**src/rtl/uart_pkg.sv**
```systemverilog
// Shared UART receive definitions: controller FSM encoding, config word
// field positions and the data-width helper.
package uart_pkg;

  typedef enum logic [1:0] {
    ST_OFF     = 2'd0,
    ST_RUN     = 2'd1,
    ST_QUIESCE = 2'd2,
    ST_APPLY   = 2'd3
  } rx_state_e;

  // config word layout: {data[1:0], stop[1:0], parity_en}
  localparam int PARITY_EN_BIT     = 0;
  localparam int STOP_LSB          = 1;
  localparam int DATA_LSB          = 3;
  localparam int DATA_W_BASE       = 5;
  localparam int DEF_TIMEOUT_TICKS = 640;

  // number of data bits encoded by the config data field
  function automatic int data_width(input logic [1:0] fld);
    return DATA_W_BASE + int'(fld);
  endfunction

endpackage

```
**src/rtl/uart_rx_fifo.sv**
```systemverilog
// Small synchronous FIFO for received words. Head is read combinationally
// and reads as zero when empty; a push into a full FIFO is accepted only
// when a pop happens in the same cycle.
module uart_rx_fifo #(
  parameter int WIDTH = 9,
  parameter int DEPTH = 8
) (
  input  logic                   clk_i,
  input  logic                   rst_ni,
  input  logic                   push_i,
  input  logic                   pop_i,
  input  logic [WIDTH-1:0]       wdata_i,
  output logic [WIDTH-1:0]       rdata_o,
  output logic [$clog2(DEPTH):0] level_o,
  output logic                   full_o,
  output logic                   empty_o
);

  localparam int AW = $clog2(DEPTH);

  logic [WIDTH-1:0] mem [DEPTH];
  logic [AW-1:0]    wr_ptr, rd_ptr;
  logic             push_ok, pop_ok;

  assign full_o  = (level_o == (AW+1)'(DEPTH));
  assign empty_o = (level_o == '0);
  assign push_ok = push_i & (~full_o | pop_i);
  assign pop_ok  = pop_i & ~empty_o;
  assign rdata_o = empty_o ? '0 : mem[rd_ptr];

  // storage write; cleared on reset so the head never reads X
  always_ff @(posedge clk_i or negedge rst_ni) begin
    if (!rst_ni) begin
      for (int i = 0; i < DEPTH; i++) mem[i] <= '0;
    end else if (push_ok) begin
      mem[wr_ptr] <= wdata_i;
    end
  end

  // pointers wrap naturally (power-of-two depth); level tracks occupancy
  always_ff @(posedge clk_i or negedge rst_ni) begin
    if (!rst_ni) begin
      wr_ptr  <= '0;
      rd_ptr  <= '0;
      level_o <= '0;
    end else begin
      if (push_ok) wr_ptr <= wr_ptr + AW'(1);
      if (pop_ok)  rd_ptr <= rd_ptr + AW'(1);
      case ({push_ok, pop_ok})
        2'b10:   level_o <= level_o + 1'b1;
        2'b01:   level_o <= level_o - 1'b1;
        default: ;
      endcase
    end
  end

endmodule

```
**src/rtl/uart_rx_ctrl.sv**
```systemverilog
// UART receive controller: gates rx_module, applies configuration only
// while the line is quiet, captures finished frames into a FIFO.
// Optional idle timeout built when UART_RX_TIMEOUT_EN is defined.
module uart_rx_ctrl
  import uart_pkg::*;
#(
  parameter int MAX_UART_DATA_W  = 8,
  parameter int TOTAL_CONF_WIDTH = 5,
  parameter int FIFO_DEPTH       = 8,
  parameter int TIMEOUT_TICKS    = DEF_TIMEOUT_TICKS
) (
  input  logic                         clk_i,
  input  logic                         rst_ni,
  input  logic                         baud_en_i,
  input  logic                         enable_i,
  input  logic                         cfg_valid_i,
  input  logic [TOTAL_CONF_WIDTH-1:0]  cfg_i,
  output logic                         cfg_ready_o,
  output logic                         rx_en_o,
  output logic [TOTAL_CONF_WIDTH-1:0]  rx_conf_o,
  input  logic                         rx_done_i,
  input  logic                         rx_busy_i,
  input  logic                         rx_parity_err_i,
  input  logic [MAX_UART_DATA_W-1:0]   rx_data_i,
  output logic                         rd_valid_o,
  input  logic                         rd_ready_i,
  output logic [MAX_UART_DATA_W-1:0]   rd_data_o,
  output logic                         rd_perr_o,
  output logic [$clog2(FIFO_DEPTH):0]  fifo_level_o,
  output logic                         overrun_o,
  input  logic                         ovr_clr_i,
  output logic                         timeout_o
);

  rx_state_e                     state, nstate;
  logic                          pend;
  logic [TOTAL_CONF_WIDTH-1:0]   cfg_buf;
  logic                          done_q;
  logic                          hs, push_req, pop, full, empty, ovr_set;
  logic [MAX_UART_DATA_W-1:0]    mask;

  assign hs          = cfg_valid_i & cfg_ready_o;
  assign cfg_ready_o = ((state == ST_OFF) || (state == ST_RUN)) && !pend;
  assign rx_en_o     = (state == ST_RUN);
  assign push_req    = rx_done_i & ~done_q;
  assign pop         = rd_valid_o & rd_ready_i;
  assign rd_valid_o  = ~empty;
  assign ovr_set     = push_req & full & ~pop;

  // FSM state register
  always_ff @(posedge clk_i or negedge rst_ni) begin
    if (!rst_ni) state <= ST_OFF;
    else         state <= nstate;
  end

  // FSM next state; Quiesce holds until rx_module is idle and done is low
  always_comb begin
    nstate = state;
    case (state)
      ST_OFF:     if (enable_i) nstate = ST_RUN;
      ST_RUN:     if (!enable_i || hs) nstate = ST_QUIESCE;
      ST_QUIESCE: if (!rx_busy_i && !rx_done_i) nstate = pend ? ST_APPLY : ST_OFF;
      ST_APPLY:   nstate = enable_i ? ST_RUN : ST_OFF;
      default:    nstate = ST_OFF;
    endcase
  end

  // config: direct update in Off, deferred through cfg_buf while running;
  // the deferred copy lands on entry to Apply, when rx_module is idle
  always_ff @(posedge clk_i or negedge rst_ni) begin
    if (!rst_ni) begin
      rx_conf_o <= '0;
      cfg_buf   <= '0;
      pend      <= 1'b0;
    end else if ((state == ST_OFF) && hs) begin
      rx_conf_o <= cfg_i;
    end else if ((state == ST_RUN) && hs) begin
      cfg_buf <= cfg_i;
      pend    <= 1'b1;
    end else if ((state == ST_QUIESCE) && (nstate == ST_APPLY)) begin
      rx_conf_o <= cfg_buf;
      pend      <= 1'b0;
    end
  end

  // rx_done edge register, active in every state
  always_ff @(posedge clk_i or negedge rst_ni) begin
    if (!rst_ni) done_q <= 1'b0;
    else         done_q <= rx_done_i;
  end

  // keep only the configured number of data bits
  always_comb begin
    mask = '0;
    for (int i = 0; i < MAX_UART_DATA_W; i++)
      mask[i] = (i < data_width(rx_conf_o[DATA_LSB +: 2]));
  end

  uart_rx_fifo #(
    .WIDTH (MAX_UART_DATA_W + 1),
    .DEPTH (FIFO_DEPTH)
  ) u_fifo (
    .clk_i   (clk_i),
    .rst_ni  (rst_ni),
    .push_i  (push_req),
    .pop_i   (pop),
    .wdata_i ({rx_parity_err_i, rx_data_i & mask}),
    .rdata_o ({rd_perr_o, rd_data_o}),
    .level_o (fifo_level_o),
    .full_o  (full),
    .empty_o (empty)
  );

  // sticky overrun; a new drop beats a clear in the same cycle
  always_ff @(posedge clk_i or negedge rst_ni) begin
    if (!rst_ni)        overrun_o <= 1'b0;
    else if (ovr_set)   overrun_o <= 1'b1;
    else if (ovr_clr_i) overrun_o <= 1'b0;
  end

`ifdef UART_RX_TIMEOUT_EN
  localparam int TW = $clog2(TIMEOUT_TICKS + 1);
  logic [TW-1:0] tcnt;
  logic          push_ok;

  assign push_ok   = push_req & (~full | pop);
  assign timeout_o = (tcnt == TW'(TIMEOUT_TICKS));

  // idle counter: counts ticks with unread data and a quiet line, saturating
  always_ff @(posedge clk_i or negedge rst_ni) begin
    if (!rst_ni)
      tcnt <= '0;
    else if (push_ok || pop || (state == ST_OFF))
      tcnt <= '0;
    else if (baud_en_i && !empty && !rx_busy_i && !timeout_o)
      tcnt <= tcnt + 1'b1;
  end
`else
  logic unused_baud;
  assign unused_baud = baud_en_i;
  assign timeout_o   = 1'b0;
`endif

endmodule
```
**config.mk**
```make
export PLATFORM = sky130hd
export DESIGN_NAME = uart_rx_ctrl
export DESIGN_NICKNAME = d
export VERILOG_FILES = /design/src/rtl/uart_pkg.sv /design/src/rtl/uart_rx_fifo.sv /design/src/rtl/uart_rx_ctrl.sv
export SDC_FILE = /design/constraint.sdc
export NUM_CORES = 1
export LEC_CHECK = 0
export BUFFER_PORTS_ARGS = -buffer_cell sky130_fd_sc_hd__buf_2
export CORE_MARGIN = 5
export CORE_UTILIZATION = 53
export DETAILED_ROUTE_END_ITERATION = 6
export PLACE_DENSITY = 0.73
export REMOVE_ABC_BUFFERS = 1
export SKIP_CTS_REPAIR_TIMING = 1
export SLEW_MARGIN = 20
export SYNTH_ARGS = -nofsm -noshare
export SYNTH_HDL_FRONTEND = slang
export SYNTH_SLANG_ARGS = --single-unit
```
**constraint.sdc**
```tcl
create_clock -name clk_i -period 4 [get_ports clk_i]
set_clock_uncertainty 0.15 [all_clocks]
set_input_delay 0.2 -clock clk_i [delete_from_list [all_inputs] [get_ports clk_i]]
set_output_delay 0.2 -clock clk_i [all_outputs]
set_load 0.05 [all_outputs]
```
==> metrics list, run 1 <==
- In the finished design, the share of the clock period the worst path needs comes to 0.790.
* Remaining max-slew budget at the tightest pin: 0.280
- For this run, design rule violations remaining after detail routing come to 0.
- Setup violations remaining at the end of the flow were counted as 0.
- Number of cells on the worst hold path: 3
- Once detailed placement completed, the half-perimeter wirelength came to 5840 um.
* Failing checks: negative hold slack
* Sequential cell area in the final layout: between 2000 and 2500 um^2
* Ratio of total power to cell area: 847 nW/um^2
- Unrepaired setup endpoints after global routing: false
* Final TNS setup: 0 ns
- The design draws about 4.5 mW.
- Most used DFF post-synth: sky130_fd_sc_hd__dfrtp_1
- Synthesized flop and latch total: slightly below 100
- Maximum number of pins on one net before global-route repair: 74
- Register-to-register setup slack: ~0.84 ns
- In this run the static leakage power is 2.34 nW.
- Layout cells sized above 1: 0.493
- STA puts the critical path data required time at 4.09 ns.
* Warning count from the yosys run: 0
- Launch instance of the worst register-to-register path: u_fifo.level_o[0]$_DFFE_PN0P_
* Critical Path Start Type: register
* Last weighted congestion value of the routability-driven placer: 0.696
- The synthesized netlist contains 46 unique library cells.
* Area of combinational cells with multiple inputs: roughly 2100 um^2
- Measured along the x axis, the die boundary spans roughly 100 um.
- First-iteration detailed-routing DRC count: a little over 70
- Depth of the most critical reg-to-reg path: 8
- Clock latency on the worst-skew pair: between 0.3 and 0.4 ns
- The initial utilization of the core area, before any placement, comes to 0.539.
- After detailed routing, the number of vias per cell comes to about 5.8.
* Max-slew violation count: 0
* DR pass1 iterations: 4
- Global route overflow: 0
- The tightest hold path in the finished design has a slack of -0.0406 ns.
* Num CTS Buffers: 9
- Yosys mapped a number of flops with a built-in enable equal to 0.
- The final layout contains between 300 and 400 nets.
- Clock transition time at the flip-flop clock pins of the worst setup and hold paths: approximately 0.090 ns
- Via count of the first global-routing pass: 3022
* Slew at the pin closest to its max-slew limit: approximately 1.1 ns
* Register area share after synthesis: 0.522
- For this block, the routed nets add up to approximately 9000 um of wire.
* Count of boundary I/O pins: between 40 and 50
* Die H: approximately 100 um
* Layout overhead on the synthesized area: 14.1%
* Async SR Flop Fraction: 1.00
- The mapped netlist covers approximately 4700 um^2.
- The die covers approximately 11000 um^2.
* Run status: finished, violations left
* Worst flop-to-flop path endpoint: u_fifo.level_o[3]$_DFFE_PN0P_
- CTS H-Tree Depth: 3
- Final hold violation count: 1
- Clock tree synthesis found a total of 97 sinks.
- At the worst endpoint, the arrival time is around 3.3 ns.
- IR analysis of the VDD net gives a maximum drop of 0.000463 V.
* HP Start: rx_busy_i
- Post-Syn Area per Cell: 14.7 um^2
- Classification of the worst-slack hold path: input port to register
- Across the run, the number of max-cap violations was 0.
- Final min period: around 3.2 ns
* Maximum fanout encountered on the critical timing path: 9
- Across all layers, the routed design uses 2775 vias.
* Number of cell rows: 34
- Fill cells in the final layout number between 600 and 700.
- In the final routed layout, each cell accounts on average for ~19 um.
- Synth Instances: 316
- Diode count: 0
* Antenna violations before repair: 0
- Nature of the critical path endpoint: register
- Maximum root-to-sink buffer count: 2
* All-Layer GR Usage: 0.174
* Area of the core region: approximately 8600 um^2
* Kind of critical path: register to register
- First-pass GRT wire length: around 15000 um
- Number of buffers added on ports: 43
- The cell sitting at the root of the clock tree is a sky130_fd_sc_hd__clkbuf_8.
- For hold timing, the worst endpoint is pend$_DFFE_PN0P_.
- Fmax: approximately 320 MHz
- TritonCTS clock tree: built
- Post-DRT Antenna Nets: 0
[report_power, final]
group          total, mW  switching, mW  internal (mW)
Sequential          1.77          0.357           1.41
Combinational       2.02           1.09          0.928
Clock              0.708          0.338          0.370
Total               4.50           1.78           2.71
[Yosys cell counts (all sizes together), types with 5 or more instances]
master / number / share of area
a22o: 9 / 0.017
a21oi: 7 / 0.0075
inv: 10 / 0.0081
mux4: 18 / 0.087
ha: 5 / 0.013
dfrtp: 97 / 0.52
nand2b: 5 / 0.0067
mux2: 90 / 0.22
a211oi: 7 / 0.018
clkbuf: 7 / 0.0059
nand2: 5 / 0.0040
buf: 10 / 0.010
[flip-flops by register name, indices dropped and copies added, names as in the netlist]
name	cells
u_fifo.mem	72
cfg_buf	5
rx_conf_o	5
u_fifo.level_o	4
u_fifo.rd_ptr	3
u_fifo.wr_ptr	3
state	2
done_q	1
overrun_o	1
pend	1
[cell families (layout without fill, tap and decap cells)]
family	after synthesis	count (layout)	synth area share
multiplexers	109	109	0.307
other	1	1	0.000806
XOR/XNOR	6	6	0.0113
AO/OA/AOI/OAI	35	35	0.0702
flip-flops	97	97	0.522
adder cells (fa/ha/maj)	6	6	0.0178
AND/OR/NAND/NOR	35	35	0.0468
buffers and inverters	27	84	0.0239
[critical path, cell delays in order (launching register included)]
cell	delay (ns)
sky130_fd_sc_hd__dfrtp_1	0.47
sky130_fd_sc_hd__or4_1	0.62
sky130_fd_sc_hd__nand2_1	0.17
sky130_fd_sc_hd__inv_1	0.06
sky130_fd_sc_hd__ha_1	0.30
sky130_fd_sc_hd__ha_1	0.38
sky130_fd_sc_hd__or4b_2	0.64
sky130_fd_sc_hd__o311ai_0	0.13
sky130_fd_sc_hd__o211ai_1	0.13
[worst max-delay path by stage]
| stage | startpoint | end | slack, ns |
|---|---|---|---|
| CTS | u_fifo.level_o[0]$_DFFE_PN0P_ | u_fifo.level_o[3]$_DFFE_PN0P_ | 0.85 |
| detailed placement | u_fifo.level_o[0]$_DFFE_PN0P_ | u_fifo.level_o[3]$_DFFE_PN0P_ | 0.87 |
| global placement | u_fifo.level_o[0]$_DFFE_PN0P_ | u_fifo.level_o[3]$_DFFE_PN0P_ | 0.95 |
| finish | u_fifo.level_o[0]$_DFFE_PN0P_ | u_fifo.level_o[3]$_DFFE_PN0P_ | 0.84 |
| floorplan | u_fifo.level_o[0]$_DFFE_PN0P_ | u_fifo.level_o[3]$_DFFE_PN0P_ | 0.12 |
| global route | u_fifo.level_o[0]$_DFFE_PN0P_ | u_fifo.level_o[3]$_DFFE_PN0P_ | 0.73 |
[metrics by stage]
stage / setup slack (ns) / instance area [um^2] / std cells / util
final: 0.842 / 5310 / 481 / 0.614
after global routing: 0.726 / 5310 / 481 / 0.614
after CTS: 0.850 / 5200 / 471 / 0.602
after detailed placement: 0.871 / 4970 / 455 / 0.576
after global placement: 0.948 / 4970 / 455 / 0.576
after floorplan: 0.117 / 4580 / 299 / -
[per-layer routing]
metal,up-vias,share of wire,wire (um),global-route usage
li1,1277,-,-,-
met1,1426,0.45,4050,0.237
met2,61,0.50,4500,0.286
met3,11,0.035,311,0.0317
met4,0,0.016,141,0.0555
met5,-,0,0,0
[final cells by class]
| type | instances | share of cell area |
|---|---|---|
| Clock inverter | 6 | 0.0167 |
| Multi-Input combinational cell | 192 | 0.400 |
| Timing Repair Buffer | 58 | 0.0670 |
| Tap cell | 108 | 0.0255 |
| Inverter | 10 | 0.00708 |
| Sequential cell | 97 | 0.458 |
| Clock buffer | 10 | 0.0259 |
[placed cells by master (no fill, tap or decap), types with 5 or more instances in the layout]
cell type / netlist / layout
sky130_fd_sc_hd__buf_2: 4 / 42
sky130_fd_sc_hd__a22o_1: 9 / 9
sky130_fd_sc_hd__buf_4: 1 / 6
sky130_fd_sc_hd__mux4_2: 18 / 18
sky130_fd_sc_hd__clkbuf_8: 0 / 10
sky130_fd_sc_hd__ha_1: 5 / 5
sky130_fd_sc_hd__nand2_1: 5 / 5
sky130_fd_sc_hd__nand2b_1: 5 / 5
sky130_fd_sc_hd__inv_1: 10 / 10
sky130_fd_sc_hd__a21oi_1: 7 / 7
sky130_fd_sc_hd__dfrtp_1: 97 / 97
sky130_fd_sc_hd__dlygate4sd3_1: 0 / 10
sky130_fd_sc_hd__a211oi_2: 6 / 6
sky130_fd_sc_hd__mux2_2: 90 / 90
(Power assumes the default switching activity.)
==> run 2: changes to the inputs <==
clock period = 3.3 ns   (was 4 ns; I/O delays follow)
==> run 2 against run 1 <==
The run now ends clean. Combinational power is 24% higher. Design area is 2.0% higher. Clock-buffer cell count increased by 1. Die area is the same. Final cell count up 3.5%. Largest cell class unchanged. Highest routed layer unchanged.
==> metrics list, run 2 (synthesis results as in run 1) <==
* Starting density of the core: 0.539
* Fmax: 320 MHz
- Remaining max-slew budget at the tightest pin: 0.398
- After detailed routing, the number of remaining DRC violations is 0.
- Via count of the first global-routing pass: a little under 3k
- In this run the power density over the cells is 990 nW/um^2.
- Classification of the worst-slack hold path: input port to register
* CP Data Required Time: 3.39 ns
- Data arrival, critical path: around 3.2 ns
- Unrepaired setup endpoints after global routing: false
- Final net count: 414
* Worst VDD drop: 0.000530 V
- Maximum number of pins on one net before global-route repair: 68
* Num CTS Buffers: 9
- Layout Cell Area excl Fill: between 5000 and 6000 um^2
* Most used cells in the layout excluding fill and tap cells: sky130_fd_sc_hd__dfrtp_1, sky130_fd_sc_hd__mux2_2, sky130_fd_sc_hd__buf_2
- Antenna violations before repair: 0
* Layout overhead on the synthesized area: 16.3%
- For this run, the slowest stage of the critical path takes 0.64 ns.
- Summing over every cut layer, the via total after detailed routing is ~2.9k.
- Max-cap violations: 0
- Final TNS setup: 0 ns
* Max-slew violation count: 0
* CTS H-Tree Depth: 3
- The run finished with clean final reports.
* Die H: 104 um
- The die is slightly above 100 um wide.
- The clock reaches the later pin of the worst-skew pair after 0.36 ns.
* Maximum fanout encountered on the critical timing path: 9
* Last weighted congestion value of the routability-driven placer: about 0.71
- First-iteration detailed-routing DRC count: between 70 and 80
* Kind of critical path: register to register
- Layout cells sized above 1: 0.497
* Registers with the most flip-flops: u_fifo.mem: 72 flops, cfg_buf: 5 flops, rx_conf_o: 5 flops
- First-pass GRT wire length: around 15000 um
* Clock transition time at the flip-flop clock pins of the worst setup and hold paths: around 0.10 ns
* Maximum root-to-sink buffer count: 2
- Global route overflow: 0
- Area post-placement: about 5000 um^2
- Slew at the pin closest to its max-slew limit: between 0.9 and 1 ns
* Count of endpoints failing setup in the final report: 0
* Count of boundary I/O pins: 46
* Cells traversed along the worst timing path: or4_1 -> nand2_1 -> inv_1 -> ha_1 -> ha_1 -> or4b_2 -> o311ai_0 -> o211ai_1
* Leading cell type in the layout, fill and taps excluded: sky130_fd_sc_hd__dfrtp_1
- The die covers ~11000 um^2.
- Ratio of routed vias to standard cells: between 5 and 6
- Nature of the critical path endpoint: register
- Most flops, register: u_fifo.mem
* Final min period: ~3.1 ns
* Post-DRT Antenna Nets: 0
- For this design, the slowest cell found on the critical path is sky130_fd_sc_hd__or4b_2.
- Wire length per cell: around 18 um
* Fillers: approximately 670
- Critical Path Start Type: register
- The register with the most flip-flops in the layout has 72 of them.
- For this run, the share of the core covered by cells in the final layout is 0.626.
* Root buffer selected by CTS: sky130_fd_sc_hd__clkbuf_8
* Number of buffers added on ports: 43
* TritonCTS clock tree: built
- Summed over all nets, the half-perimeter wirelength after detailed placement is around 6000 um.
* All-Layer GR Usage: 0.173
* Number of cell rows: 34
- Critical Path Most Common Cell: sky130_fd_sc_hd__ha_1
- Final hold violation count: 0
- For this block, the routed nets add up to between 8000 and 9000 um of wire.
* Final worst path period share: 0.948
- Area of the core region: roughly 8600 um^2
- Total power: between 5 and 6 mW
- Summed over all cells, the static leakage comes to ~2.4 nW.
- Diode count: 0
* # clock sinks: 97
- The first detailed-routing pass ran for 4 iterations.
run 2: metrics by stage:
stage | hold WS [ns] | cells | setup WS (ns)
final | 0.00148 | 498 | 0.173
after global routing | 0.00328 | 498 | 0.0204
after CTS | -0.233 | 481 | 0.174
after detailed placement | 0.171 | 465 | 0.196
after global placement | 0.163 | 465 | 0.270
after floorplan | -0.281 | 299 | -0.583
run 2: area by class of cell:
class | instances | area (um^2) | area share
flip-flops and latches | 97 | 2430 | 0.449
multi-input cells | 192 | 2120 | 0.391
repair buffers | 75 | 500 | 0.0925
clock buffers | 11 | 151 | 0.0280
well taps | 108 | 135 | 0.0250
clock inverters | 5 | 38.8 | 0.00717
inverters | 10 | 37.5 | 0.00694
run 2: power breakdown:
group | total (mW) | internal [mW] | leakage, nW | switching (mW)
clock | 0.732 | 0.320 | 0.0959 | 0.413
sequential | 2.11 | 1.72 | 1.21 | 0.391
combinational | 2.51 | 1.16 | 1.10 | 1.35
total | 5.35 | 3.20 | 2.41 | 2.16
run 2: final timing paths:
path | from | end | slack, ns | cells after the start
worst max-delay path | u_fifo.level_o[0]$_DFFE_PN0P_ | u_fifo.level_o[3]$_DFFE_PN0P_ | 0.17 | 8
worst min-delay path | cfg_valid_i | pend$_DFFE_PN0P_ | 0.001 | 3
worst max register to register | u_fifo.level_o[0]$_DFFE_PN0P_ | u_fifo.level_o[3]$_DFFE_PN0P_ | 0.17 | 8
worst min register to register | u_fifo.mem[14]$_DFFE_PN0P_ | u_fifo.mem[14]$_DFFE_PN0P_ | 0.36 | 1
max in group asynchronous | rst_ni | rx_conf_o[3]$_DFFE_PN0P_ | 1.96 | 3
min in group asynchronous | rst_ni | u_fifo.mem[64]$_DFFE_PN0P_ | 0.29 | 2
run 2: metal layers:
layer / track usage / routed length, um
met5: 0 / 0
met4: 0.0638 / 165
met3: 0.0342 / 318
met2: 0.270 / 4340
met1: 0.240 / 4170
run 2: worst max-delay path: cells and delay by family, from the launching register on:
family	cells	cell delay, ns
DFF	1	0.47
and+or+nand+nor	3	1.41
AOI/OAI and AO/OA	2	0.25
adders and majority gates	2	0.67
buffers and inverters	1	0.06
==> run 3: changes to the inputs <==
CORE_UTILIZATION = 40   (was 53)
PLACE_DENSITY = unset   (was 0.73)
RECOVER_POWER = 25   (was unset)
==> run 3 against run 2 <==
Die area grew 29%. Sequential power about the same. Fmax rose by 1.6%. The run now ends with negative hold slack left. Hold slack worse by 0.014 ns. Global-route usage is 3.1 points lower. Critical path type unchanged. Combinational power about the same. Largest cell class unchanged. Design area up 1.6%. Clock-buffer cell count increased by 1. Routed wire length rose by 4.4%.
==> metrics list, run 3 (synthesis results as in run 1) <==
* All-Layer GR Usage: 0.141
- Data arrival, critical path: ~3.1 ns
- Area of combinational cells with multiple inputs: about 2100 um^2
* Post-layout instance count excluding filler cells: around 530
* Post-DRT Antenna Nets: 0
- Most used cells in the layout excluding fill and tap cells: sky130_fd_sc_hd__dfrtp_1, sky130_fd_sc_hd__mux2_2, sky130_fd_sc_hd__buf_2
* Critical Path Most Common Cell: sky130_fd_sc_hd__ha_1
* Remaining max-slew budget at the tightest pin: 0.121
- The count of buffers added on input and output ports is 43.
* Layout cells sized above 1: 0.496
* Ratio of routed vias to standard cells: roughly 5.3
- Antenna violations before repair: 0
- Global route overflow: 0
* Core utilization of the finished layout: 0.481
* DR pass1 iterations: 4
- The register with the most flip-flops in the layout has just over 70 of them.
- Slew at the pin closest to its max-slew limit: ~1.3 ns
- Post-place setup slack: 0.217 ns
- Fillers: 1029
* Post-detail-place hpwl: approximately 6400 um
- Unrepaired setup endpoints after global routing: false
* Area of the die: 13900 um^2
- Run status: finished, violations left
- The first global-routing pass estimated 15900 um of wire.
* Placed instance count: 500
* Final hold violation count: 1
- Hold Worst Slack: -0.0124 ns
- The later pin in the worst-skew pair is clocked with a latency of around 0.34 ns.
- Worst VDD drop: around 0.00058 V
* Static Leakage: 2.42 nW
- The final layout contains 407 nets.
- Layout overhead on the synthesized area: 18.2%
- Slowest cell on crit path: sky130_fd_sc_hd__or4b_2
- DR DRC count: 0
- Classification of the worst-slack hold path: input port to register
* First-iteration detailed-routing DRC count: approximately 110
- More flip-flops sit in one register than any other, and that register is u_fifo.mem.
- Max-cap violations in this run came to 0.
* Worst-case setup margin in the final layout: around 0.22 ns
- Dividing total power by cell area gives a power density of 1030 nW/um^2.
- For this run, the top clock speed supported by timing is roughly 330 MHz.
- The final-report max-slew violation count is 0.
- In this run the clock root is driven by a sky130_fd_sc_hd__clkbuf_16.
- The routed design could run at a clock period as short as ~3 ns.
- Kind of critical path: register to register
- The clock tree synthesis step divided the H-tree into 3 levels.
- Num CTS Buffers: 9
* Critical Path Start Type: register
- The clock passes through at most 2 buffers.
- Leading cell type in the layout, fill and taps excluded: sky130_fd_sc_hd__dfrtp_1
- Dividing the detail-routed wire length by the instance count gives between 15 and 20 um.
- For this configuration, the core starts out at a cell density of 0.407.
* Sequential cell area in the final layout: 2430 um^2
- Via count of the first global-routing pass: between 3k and 4k
* Maximum fanout encountered on the critical timing path: 9
* CP Data Required Time: between 3 and 4 ns
- At the end of routability-driven placement, the weighted congestion stood at roughly 0.77.
* Cells traversed along the worst timing path: or4_1 -> nand2_1 -> inv_1 -> ha_1 -> ha_1 -> or4b_2 -> o311ai_0 -> o211ai_1
- Of the available clock period, the critical path in the final layout requires 0.932.
- # clock sinks: 97
* Number of cell rows: 39
- Diode count: 0
- Nature of the critical path endpoint: register
- The largest registers in the layout are u_fifo.mem: 72 flops, cfg_buf: 5 flops, rx_conf_o: 5 flops.
- TritonCTS clock tree: built
- Failing checks: negative hold slack
- Count of boundary I/O pins: between 40 and 50
- Chip Width: 118 um
* Area of the core region: 11400 um^2
- After clock tree synthesis, the clock-pin slew on the worst setup and hold paths is about 0.06 ns.
- Final TNS setup: 0 ns
* Routed vias: ~2.8k
* Total routed wirelength: 9400 um
* Count of endpoints failing setup in the final report: 0
- Delay contributed by the slowest stage of the critical path: about 0.65 ns
- Entering global routing, the biggest net connects 55 pins.
- The die is ~120 um tall.
==> run 3: changes by cell type in the layout (fill, tap and decap cells not counted), sizes merged <==
cell	delta
clkbuf	+3
buf	-2
clkinv	-2
dlygate4sd3	-7
bufinv	+1
==> run 3: area by class of cell <==
type / instances / area share
tap: 143 / 0.0325
inverter: 10 / 0.00683
sequential: 97 / 0.442
clock inverter: 4 / 0.00933
multi-input combinational: 192 / 0.385
timing repair buffer: 68 / 0.0799
clock buffer: 12 / 0.0448
==> run 3: stage by stage <==
step                area (um^2)  hold WS [ns]  power (mW)
floorplan                  4580        -0.281        4.00
CTS                        5400        -0.263        5.75
global route               5500        0.0129        6.05
global placement           5100        0.0962        4.61
finish                     5500       -0.0124        5.68
detailed placement         5100         0.105        4.69
==> run 3: critical path: cells and delay by family (launching register included) <==
kind	cells	cell delay [ns]
buf+inv	1	0.06
flops	1	0.43
simple gates	3	1.42
fa+ha+maj	2	0.67
compound gates	2	0.24
==> run 3: layer usage <==
metal	share of wire	wire length (um)	GRT usage
met5	0	0	0
met4	0.010	94	0.0323
met3	0.042	395	0.0418
met2	0.51	4760	0.234
met1	0.44	4140	0.183
==> run 3: worst paths after layout <==
path	cells after the start	start	slack (ns)	to
max in group asynchronous	3	rst_ni	1.49	rx_conf_o[3]$_DFFE_PN0P_
hold reg to reg	1	u_fifo.rd_ptr[2]$_DFFE_PN0P_	0.34	u_fifo.rd_ptr[2]$_DFFE_PN0P_
setup / recovery	8	u_fifo.level_o[1]$_DFFE_PN0P_	0.22	u_fifo.level_o[3]$_DFFE_PN0P_
min in group asynchronous	2	rst_ni	0.51	u_fifo.mem[29]$_DFFE_PN0P_
hold / removal	3	rd_ready_i	-0.01	u_fifo.rd_ptr[2]$_DFFE_PN0P_
setup reg to reg	8	u_fifo.level_o[1]$_DFFE_PN0P_	0.22	u_fifo.level_o[3]$_DFFE_PN0P_
==> run 3: power breakdown <==
group,leakage (nW),internal (mW),switching (mW)
Clock,0.143,0.610,0.438
Combinational,1.07,1.16,1.37
Sequential,1.21,1.72,0.376
Total,2.42,3.50,2.19
